## src/rtl/if_stage_pkg.sv

```systemverilog
// Shared types and constants for the instruction-fetch stage.
package if_stage_pkg;

  localparam int          XLEN      = 32;
  localparam logic [31:0] NOP_INSTR = 32'h0000_0013;

  typedef enum logic [1:0] {
    IF_ST_BOOT  = 2'd0,
    IF_ST_RUN   = 2'd1,
    IF_ST_DRAIN = 2'd2
  } if_state_e;

  typedef struct packed {
    logic [XLEN-1:0] pc;
    logic [XLEN-1:0] instr;
  } fetch_entry_t;

  function automatic logic [XLEN-1:0] align_pc(input logic [XLEN-1:0] a);
    return {a[XLEN-1:2], 2'b00};
  endfunction

endpackage

```

## src/rtl/if_stage_fetch_fifo.sv

```systemverilog
// Small synchronous FIFO used both as the fetch buffer and as the in-order PC queue.
// DEPTH must be a power of 2; push while full is accepted only together with a pop.
module if_stage_fetch_fifo #(
  parameter  int DEPTH = 2,
  parameter  int W     = 64,
  localparam int AW    = $clog2(DEPTH),
  localparam int CW    = AW + 1
) (
  input  logic          clk,
  input  logic          reset,
  input  logic          clear,
  input  logic          push,
  input  logic [W-1:0]  push_data,
  input  logic          pop,
  output logic [W-1:0]  head,
  output logic [CW-1:0] count
);

  logic [W-1:0]  mem_q [DEPTH];
  logic [W-1:0]  mem_d [DEPTH];
  logic [AW-1:0] rd_ptr_q, rd_ptr_d;
  logic [AW-1:0] wr_ptr_q, wr_ptr_d;
  logic [CW-1:0] count_q, count_d;
  logic          do_push, do_pop;

  assign do_pop  = pop && (count_q != '0);
  assign do_push = push && ((count_q != CW'(DEPTH)) || do_pop);

  always_comb begin
    mem_d    = mem_q;
    rd_ptr_d = rd_ptr_q;
    wr_ptr_d = wr_ptr_q;
    count_d  = count_q;
    if (clear) begin
      rd_ptr_d = '0;
      wr_ptr_d = '0;
      count_d  = '0;
    end else begin
      if (do_push) begin
        mem_d[wr_ptr_q] = push_data;
        wr_ptr_d        = wr_ptr_q + AW'(1);
      end
      if (do_pop) rd_ptr_d = rd_ptr_q + AW'(1);
      count_d = count_q + CW'(do_push) - CW'(do_pop);
    end
  end

  always_ff @(posedge clk) begin
    if (reset) begin
      rd_ptr_q <= '0;
      wr_ptr_q <= '0;
      count_q  <= '0;
      for (int i = 0; i < DEPTH; i++) mem_q[i] <= '0;
    end else begin
      rd_ptr_q <= rd_ptr_d;
      wr_ptr_q <= wr_ptr_d;
      count_q  <= count_d;
      mem_q    <= mem_d;
    end
  end

  assign head  = mem_q[rd_ptr_q];
  assign count = count_q;

endmodule

```

## src/rtl/if_stage.sv

```systemverilog
// Instruction-fetch stage: PC owner, credit-limited imem requester, fetch buffer and IF/ID register.
// Optional IF_PERF_CNT_EN adds perf_fetch_count / perf_bubble_count outputs.
module if_stage
  import if_stage_pkg::*;
#(
  parameter logic [31:0] RESET_PC   = 32'h0000_0000,
  parameter int          FIFO_DEPTH = 2
) (
  input  logic        clk,
  input  logic        reset,
  input  logic        stall,
  input  logic        flush,
  input  logic        redirect_valid,
  input  logic [31:0] redirect_pc,
  output logic        imem_req_valid,
  input  logic        imem_req_ready,
  output logic [31:0] imem_req_addr,
  input  logic        imem_resp_valid,
  input  logic [31:0] imem_resp_data,
  output logic        if_id_valid,
  output logic [31:0] if_id_pc,
  output logic [31:0] if_id_instruction
`ifdef IF_PERF_CNT_EN
  ,
  output logic [31:0] perf_fetch_count,
  output logic [31:0] perf_bubble_count
`endif
);

  localparam int          CW      = $clog2(FIFO_DEPTH) + 1;
  localparam logic [CW:0] DEPTH_C = (CW+1)'(FIFO_DEPTH);

  if_state_e     state_q, state_d;
  logic [31:0]   pc_q, pc_d;
  logic [CW-1:0] in_flight_q, in_flight_d;
  logic [CW-1:0] drop_cnt_q, drop_cnt_d;
  logic          if_id_valid_q, if_id_valid_d;
  logic [31:0]   if_id_pc_q, if_id_pc_d;
  logic [31:0]   if_id_instr_q, if_id_instr_d;

  logic          buf_push, buf_pop, buf_clear;
  fetch_entry_t  buf_push_data, buf_head;
  logic [CW-1:0] buf_count, pcq_count;
  logic [31:0]   pcq_head;
  logic          credit_ok, req_fire, resp_keep;

  if_stage_fetch_fifo #(.DEPTH(FIFO_DEPTH), .W($bits(fetch_entry_t))) u_fetch_buf (
    .clk       (clk),
    .reset     (reset),
    .clear     (buf_clear),
    .push      (buf_push),
    .push_data (buf_push_data),
    .pop       (buf_pop),
    .head      (buf_head),
    .count     (buf_count)
  );

  // PC queue is never cleared: dropped responses still pop their PC.
  if_stage_fetch_fifo #(.DEPTH(FIFO_DEPTH), .W(XLEN)) u_pc_queue (
    .clk       (clk),
    .reset     (reset),
    .clear     (1'b0),
    .push      (req_fire),
    .push_data (pc_q),
    .pop       (imem_resp_valid),
    .head      (pcq_head),
    .count     (pcq_count)
  );

  assign credit_ok      = ({1'b0, in_flight_q} + {1'b0, buf_count}) < DEPTH_C;
  assign imem_req_valid = !reset && (state_q == IF_ST_RUN) && !redirect_valid && credit_ok;
  assign imem_req_addr  = pc_q;
  assign req_fire       = imem_req_valid && imem_req_ready;
  assign resp_keep      = imem_resp_valid && (drop_cnt_q == '0) && !redirect_valid;
  assign buf_push_data  = '{pc: pcq_head, instr: imem_resp_data};

  always_comb begin
    state_d     = state_q;
    pc_d        = pc_q;
    drop_cnt_d  = drop_cnt_q;
    in_flight_d = in_flight_q + CW'(req_fire) - CW'(imem_resp_valid);

    if (redirect_valid)  pc_d = align_pc(redirect_pc);
    else if (req_fire)   pc_d = pc_q + 32'd4;

    case (state_q)
      IF_ST_BOOT: state_d = IF_ST_RUN;
      IF_ST_RUN: begin
        if (redirect_valid) begin
          drop_cnt_d = in_flight_q - CW'(imem_resp_valid);
          if (drop_cnt_d != '0) state_d = IF_ST_DRAIN;
        end
      end
      IF_ST_DRAIN: begin
        if (imem_resp_valid) drop_cnt_d = drop_cnt_q - CW'(1);
        if (drop_cnt_d == '0) state_d = IF_ST_RUN;
      end
      default: state_d = IF_ST_BOOT;
    endcase
  end

  always_comb begin
    if_id_valid_d = if_id_valid_q;
    if_id_pc_d    = if_id_pc_q;
    if_id_instr_d = if_id_instr_q;
    buf_push      = 1'b0;
    buf_pop       = 1'b0;
    buf_clear     = 1'b0;

    if (flush || redirect_valid) begin
      if_id_valid_d = 1'b0;
      if_id_pc_d    = '0;
      if_id_instr_d = NOP_INSTR;
      buf_clear     = redirect_valid;
      buf_push      = resp_keep;
    end else if (stall) begin
      buf_push = resp_keep;
    end else if (buf_count != '0) begin
      buf_pop       = 1'b1;
      buf_push      = resp_keep;
      if_id_valid_d = 1'b1;
      if_id_pc_d    = buf_head.pc;
      if_id_instr_d = buf_head.instr;
    end else if (resp_keep) begin
      // Empty buffer: the arriving response goes straight to ID.
      if_id_valid_d = 1'b1;
      if_id_pc_d    = pcq_head;
      if_id_instr_d = imem_resp_data;
    end else begin
      if_id_valid_d = 1'b0;
      if_id_pc_d    = '0;
      if_id_instr_d = NOP_INSTR;
    end
  end

  always_ff @(posedge clk) begin
    if (reset) begin
      state_q       <= IF_ST_BOOT;
      pc_q          <= RESET_PC;
      in_flight_q   <= '0;
      drop_cnt_q    <= '0;
      if_id_valid_q <= 1'b0;
      if_id_pc_q    <= '0;
      if_id_instr_q <= NOP_INSTR;
    end else begin
      state_q       <= state_d;
      pc_q          <= pc_d;
      in_flight_q   <= in_flight_d;
      drop_cnt_q    <= drop_cnt_d;
      if_id_valid_q <= if_id_valid_d;
      if_id_pc_q    <= if_id_pc_d;
      if_id_instr_q <= if_id_instr_d;
    end
  end

  assign if_id_valid       = if_id_valid_q;
  assign if_id_pc          = if_id_pc_q;
  assign if_id_instruction = if_id_instr_q;

`ifdef IF_PERF_CNT_EN
  logic [31:0] perf_fetch_q, perf_fetch_d;
  logic [31:0] perf_bubble_q, perf_bubble_d;

  // IF/ID reloads every unstalled cycle, so each such cycle is either a fetch or a bubble.
  always_comb begin
    perf_fetch_d  = perf_fetch_q;
    perf_bubble_d = perf_bubble_q;
    if (!stall) begin
      if (if_id_valid_d) perf_fetch_d  = perf_fetch_q + 32'd1;
      else               perf_bubble_d = perf_bubble_q + 32'd1;
    end
  end

  always_ff @(posedge clk) begin
    if (reset) begin
      perf_fetch_q  <= '0;
      perf_bubble_q <= '0;
    end else begin
      perf_fetch_q  <= perf_fetch_d;
      perf_bubble_q <= perf_bubble_d;
    end
  end

  assign perf_fetch_count  = perf_fetch_q;
  assign perf_bubble_count = perf_bubble_q;
`endif

  a_credit: assert property (@(posedge clk) disable iff (reset)
    ({1'b0, in_flight_q} + {1'b0, buf_count}) <= DEPTH_C);
  a_resp_orphan: assert property (@(posedge clk) disable iff (reset)
    !(imem_resp_valid && (in_flight_q == '0)));
  a_pcq_track: assert property (@(posedge clk) disable iff (reset)
    pcq_count == in_flight_q);

endmodule
```

## config.mk

```make
export PLATFORM = sky130hd
export DESIGN_NAME = if_stage
export DESIGN_NICKNAME = d
export VERILOG_FILES = /design/src/rtl/if_stage_pkg.sv /design/src/rtl/if_stage_fetch_fifo.sv /design/src/rtl/if_stage.sv
export SDC_FILE = /design/constraint.sdc
export NUM_CORES = 1
export LEC_CHECK = 0
export ABC_AREA = 1
export CORE_MARGIN = 4
export CORE_UTILIZATION = 29
export CTS_BUF_LIST = sky130_fd_sc_hd__clkbuf_4
export DETAILED_ROUTE_END_ITERATION = 10
export GPL_TIMING_DRIVEN = 1
export HOLD_SLACK_MARGIN = 0.05
export PLACE_DENSITY_LB_ADDON = 0.15
export RECOVER_POWER = 25
export SYNTH_ARGS = -nofsm -noshare
export SYNTH_HDL_FRONTEND = slang
export SYNTH_SLANG_ARGS = --single-unit
export TNS_END_PERCENT = 1
```

## constraint.sdc

```tcl
create_clock -name clk -period 2.6 [get_ports clk]
set_input_delay 0.39 -clock clk [delete_from_list [all_inputs] [get_ports clk]]
set_output_delay 0.39 -clock clk [all_outputs]
set_load 0.005 [all_outputs]
```

==> out/metrics.csv, run 1 <==
metric;value;unit
cts_tree;done;
syn-cell-area;0.0131;sq mm
fin_total_pwr;10.3;mW
area_growth;24.5;%
wl_met2;19.5;mm
wl_met1;19.7;mm
cts_root_buf;clkbuf_4;
fin_crit_sh;95.7;%
dr.first_iter.drc_count;883;
final_nets;2040;
htree_levels;3;
cp_max_fo;3;
synth_top_cell_by_area;dfxtp_1;
die_h;220;um
crit_path_start_kind;flip-flop;
ant_nets;0;
end_kind;output pin;
cts.reportedPaths.clkPinSlew;70;ps
cp.required;2210;ps
wl;42.8;mm
drc;0;
crit_path_top_delay_cell;fa_1;
synth_edf_count;0;
vias;12600;
setup_viol;0;
ys_types;40;
fin_cells;2602;
synthArstFlopShare;0;%
p_per_area;632;mW/mm^2
mostFrequentLayoutCells;307 x nand2_1, 303 x nor2_1, 288 x dfxtp_1;
p_leak;6.61;nW
post-place-ws;107;ps
fillers;4694;
gp_routability_congestion;0.835;
fmax;402;MHz
worst_pin_slew;1270;ps
path_cells;nand2_1 > inv_1 > fa_1 > nor4_2 > clkdlybuf4s15_2;
post-route-min-period;2490;ps
core;0.0444;sq mm
avgSynthCellArea;7.33;sq um
relSlewSlack;15.0;%
drive_above_1_share;12.4;%
final-hold-violation-count;0;
die_area;0.0486;sq mm
grt_max_degree;123;
grt_pass1_vias;12300;
ys_warn_count;0;
clk_path_buf_depth;3;
status;complete, no violations;
io_pins;169;
clock_skew;54.1;ps
avgRoutedWirePerCell;16.4;um
path_class;reg2out;
ys_seq_area_share;44.5;%
port_buffers;162;
worst_hold_path_type;in2reg;
numClockSinks;291;
gr-usage-all-layers;17.1;%
insertion_delay;730;ps
drv_cap;0;
grt.overflow.total;0;
synthTopCellsByArea;dfxtp_1 44%, nand2_1 8.8%, nor2_1 8.6%, o21ai_0 7.5%, a21oi_1 3.9%;
ir_worst_vdd;0.000247;V
start_util;29.5;%
worst_slack;113;ps
antenna_found_initial;1;
numPlacedInstances;2462;
ys_ff_latch;291;
arrival;2100;ps
rsz0062_at_grt;yes;
top_layer_used;met4;
drv_slew;0;
max_stage_delay;440;ps
numCtsBuffers;87;
synth_cells;1787;
dp_hpwl;26.2;mm
row_count;77;
via_per_inst;4.83;
grt_pass1_wl;66.6;mm
synth.top_cell.area_share;44.5;%
route.met3.wl;2.76;mm
fin_util;36.7;%
first_pass_iters;7;
ys.flop_type;dfxtp_1;
fp.dieW;220;um
mostFrequentLayoutCell;nand2_1;
cells in the mapped netlist (2+ instances only):
cell type	instances
nand2_1	307
nor2_1	301
dfxtp_1	291
o21ai_0	197
a21oi_1	102
nand3_1	94
inv_1	89
clkbuf_1	77
o211ai_1	65
a31oi_1	64
or2_2	58
mux2i_1	27
buf_2	26
buf_4	13
o21ai_1	10
xor2_1	10
buf_6	8
ha_1	8
clkbuf_2	5
a22oi_1	4
inv_4	4
nor2_2	3
inv_2	2
nand2_4	2
nand3b_1	2
nor2_4	2
nor2_8	2
xnor2_1	2
logic make-up after synthesis:
group,count (synthesis),synth area share [%]
buf+inv,226,7.72
flops,291,44.5
mux,27,2.06
simple gates,777,25.0
other cells,1,0.0286
compound gates,444,19.0
fa+ha+maj,9,0.917
xor+xnor,12,0.803
metal layers:
| metal | vias to the layer above | global-route usage [%] |
|---|---|---|
| li1 | 6324 | - |
| met3 | 59 | 3.86 |
| met4 | 0 | 5.86 |
| met1 | 5789 | 22.8 |
| met5 | - | 0 |
| met2 | 383 | 27.5 |
state kept, by name, indices dropped and copies added, names as in the netlist:
register              count
u_fetch_buf.rd_ptr_q      1
u_pc_queue.mem_q         60
u_fetch_buf.wr_ptr_q      1
u_fetch_buf.count         2
u_pc_queue.rd_ptr_q       1
if_id_valid               1
imem_req_addr            30
drop_cnt_q                2
if_id_pc                 30
state_q                   2
u_pc_queue.count          2
u_fetch_buf.mem_q       124
in_flight_q               2
u_pc_queue.wr_ptr_q       1
if_id_instruction        32
through the flow:
| stage | cell area (sq um) | setup TNS (ps) | hold slack [ps] |
|---|---|---|---|
| global route | 16300 | -116 | 211 |
| CTS | 16400 | 0 | 159 |
| finish | 16300 | 0 | 242 |
| detailed placement | 15300 | 0 | 447 |
| global placement | 15300 | 0 | 444 |
| floorplan | 13100 | 0 | 434 |
where the power goes:
group	total (mW)	internal (mW)	switching, mW
clock network	4.10	2.17	1.92
logic	1.38	0.581	0.803
registers	4.82	4.67	0.154
total	10.3	7.42	2.88
path summary, 6_finish.rpt:
path | end | depth (start not counted) | slack, ps | start
worst min-delay path | imem_req_addr[3] | 3 | 240 | redirect_pc[3]
worst max register to register | u_pc_queue.count[1] | 13 | 190 | u_fetch_buf.count[0]
worst min register to register | u_fetch_buf.mem_q[120] | 2 | 460 | u_fetch_buf.mem_q[120]
worst max-delay path | imem_req_valid | 5 | 110 | u_fetch_buf.count[0]
cell type report:
class	count	area, sq um	share of cell area [%]
clock buffer	119	893	5.48
multi-input combinational	1273	6250	38.3
tap	592	741	4.54
sequential	291	5830	35.8
inverter	97	384	2.36
antenna	2	5.00	0.0307
clock inverter	18	95.1	0.583
timing repair buffer	210	2100	12.9
worst max-delay path, delay by kind of cell, from the launching register on:
kind	cells	cell delay, ps
adders and majority gates	1	440
DFF	1	380
buffers and inverters	2	310
and+or+nand+nor	2	260
repair_timing:
action	4_1_cts	5_1_grt
endpoints found under the hold margin	2	0
buffers inserted	0	0
pin swaps	1	0
hold buffers	1	0
resized for setup	5	2
endpoints found under the setup margin	1	2
Note: power is estimated with default switching activity, not from simulation.
==> run 2: changes to the inputs <==
==> constraint.sdc (replaced) <==
create_clock -name clk -period 2.6 [get_ports clk]
set_input_delay 0.39 -clock clk [delete_from_list [all_inputs] [get_ports clk]]
set_output_delay 0.39 -clock clk [all_outputs]
set_load 0.1 [all_outputs]
==> out/metrics.csv, run 2 (synthesis results as in run 1) <==
metric;value;unit;change
row_count;77;;unchanged
worst_hold_path_type;in2reg;;
dr.first_iter.drc_count;998;;+13%
path_cells;nand2_2 > inv_2 > fa_2 > nor4_4 > buf_12;;
hold_end;imem_req_addr[3];;
cts.reportedPaths.clkPinSlew;70;ps;about the same
numCtsBuffers;84;;-3.4%
worst_slack;64.8;ps;-47.8 ps
reg2reg_slack;230;ps;+40 ps
worst_pin_slew;2070;ps;+802 ps
final_nets;2028;;-0.59%
grt_pass1_wl;67.7;mm;+1.7%
area_growth;21.7;%;
post_cts_buffers;0;;unchanged
cp_max_fo;2;;-1
gr-usage-all-layers;17.4;%;+0.27 points
grt_pass1_vias;12200;;-0.56%
drv_cap;1;;+1
fin_cells;2602;;unchanged
port_buffers;162;;unchanged
crit_path_start_kind;flip-flop;;
wl;42.9;mm;+0.21%
hold_path_depth;3;;unchanged
setup_viol;0;;unchanged
ir_worst_vdd;0.000249;V;+0.88%
critPathTopFamily;adder cells;;
drive_above_1_share;17.6;%;+5.2 points
rsz0062_at_grt;yes;;
max_stage_delay;460;ps;+20 ps
critical_path_buf_inv_count;2;;unchanged
mostFrequentLayoutCells;306 x nand2_1, 302 x nor2_1, 288 x dfxtp_1;;
post-route-min-period;2540;ps;+47.8 ps
p_comb_share;15.9;%;+2.5 points
fin_crit_sh;97.5;%;+1.8 points
relSlewSlack;-38.1;%;-53 points
crit_cells;5;;unchanged
clk_path_buf_depth;3;;unchanged
finalInstanceArea;0.0159;sq mm;-2.3%
finalSetupTns;0;ps;unchanged
cts_tree;done;;
crit_path_top_delay_cell;fa_2;;
insertion_delay;740;ps;about the same
violations;max-capacitance violations, max-slew violations;;
reg2regPathDepth;12;;-1
final-hold-violation-count;0;;unchanged
p_clk_share;39.6;%;-0.2 points
largest_register;u_fetch_buf.mem_q;;
vias;12400;;-1.0%
clock_skew;37.1;ps;-17.0 ps
start_util;29.5;%;unchanged
cp.required;2210;ps;about the same
ant_nets;0;;unchanged
antenna_found_initial;1;;unchanged
r2r_end;u_pc_queue.mem_q[26];;
placed_area;0.0150;sq mm;-2.0%
numClockSinks;291;;unchanged
p_sw;3.32;mW;+15%
grt.overflow.total;0;;unchanged
dp_hpwl;25.6;mm;-2.2%
die_h;220;um;unchanged
arrival;2150;ps;+50 ps
p_leak;6.66;nW;+0.86%
core;0.0444;sq mm;unchanged
first_pass_iters;5;;-2
timing.hold.ws;260;ps;+17.3 ps
htree_levels;3;;unchanged
netSwitchingFraction;30.7;%;+2.8 points
io_pins;169;;unchanged
drc;0;;unchanged
path_class;reg2out;;
fp.dieW;220;um;unchanged
status;finished, violations left;;
avgRoutedWirePerCell;16.5;um;+0.21%
gp_routability_congestion;0.832;;-0.31%
largest_reg_flops;124;;unchanged
p_int;7.49;mW;+0.97%
drv_slew;102;;+102
cts_root_buf;clkbuf_4;;
end_kind;output pin;;
numPlacedInstances;2453;;-0.37%
fmax;394;MHz;-1.9%
via_per_inst;4.78;;-1.0%
p_seq_share;44.6;%;-2.2 points
post-place-ws;103;ps;-4.42 ps
r2r_start;u_fetch_buf.count[0];;
grt_max_degree;123;;unchanged
die_area;0.0486;sq mm;unchanged
mostFrequentLayoutCell;nand2_1;;
p_per_area;679;mW/mm^2;+7.4%
min_from;redirect_pc[3];;
==> run 2: cell count changes in the layout (fill, tap and decap cells not counted), sizes merged, moves of 2 or more <==
| cell | before | now |
|---|---|---|
| clkinv | 16 | 11 |
| buf | 42 | 68 |
| clkbuf | 125 | 197 |
| dlygate4sd3 | 23 | 1 |
| inv | 97 | 99 |
| clkdlybuf4s50 | 138 | 67 |
==> run 2: worst max path at each step <==
stage / startpoint / endpoint / slack [ps]
after floorplan: u_fetch_buf.count[0] / imem_req_valid / 150
after global placement: stall / u_fetch_buf.mem_q[36] / 80
after detailed placement: stall / u_fetch_buf.mem_q[62] / 100
after CTS: u_fetch_buf.count[0] / imem_req_valid / -60
after global routing: u_fetch_buf.count[0] / imem_req_valid / -80
final: u_fetch_buf.count[0] / imem_req_valid / 60
==> run 2: per-layer routing <==
metal	global-route usage (%)	up-vias	share of wire [%]
li1	-	6297	-
met1	24.0	5704	47
met2	27.3	361	45
met3	3.71	63	5.9
met4	5.48	0	1.9
met5	0	-	0
==> run 2: repair_timing <==
action,CTS,global route
gates resized for setup,2,4
hold endpoints to repair,2,0
hold buffers,1,0
endpoints found under the setup margin,1,1
pin swaps,2,0
==> run 2: metrics by stage <==
stage | power (mW) | util, %
final | 10.8 | 35.9
after global routing | 11.4 | 35.9
after CTS | 11.0 | 36.3
after detailed placement | 6.66 | 33.9
after global placement | 6.63 | 33.9
after floorplan | 6.10 | -
==> run 2: final cells by class <==
type	instances	area, sq um
fillers	4729	28500
multi-input cells	1273	6280
flip-flops and latches	291	5830
repair buffers	201	1640
clock buffers	132	991
well taps	592	741
inverters	97	382
clock inverters	15	61.3
diodes	1	2.50
==> run 2: power groups by stage <==
stage                     registers, mW  logic, mW  clock network [mW]
after floorplan                    5.20      0.905                   0
after global placement             4.91       1.72                   0
after detailed placement           4.91       1.75                   0
after CTS                          4.82       1.76                4.46
after global routing               4.84       1.88                4.72
final                              4.82       1.72                4.28
==> run 2: tightest hold or removal path, cell delays in order <==
cell and delay, ps:
clkdlybuf4s50_1 410, nand2_1 70, a31oi_1 70
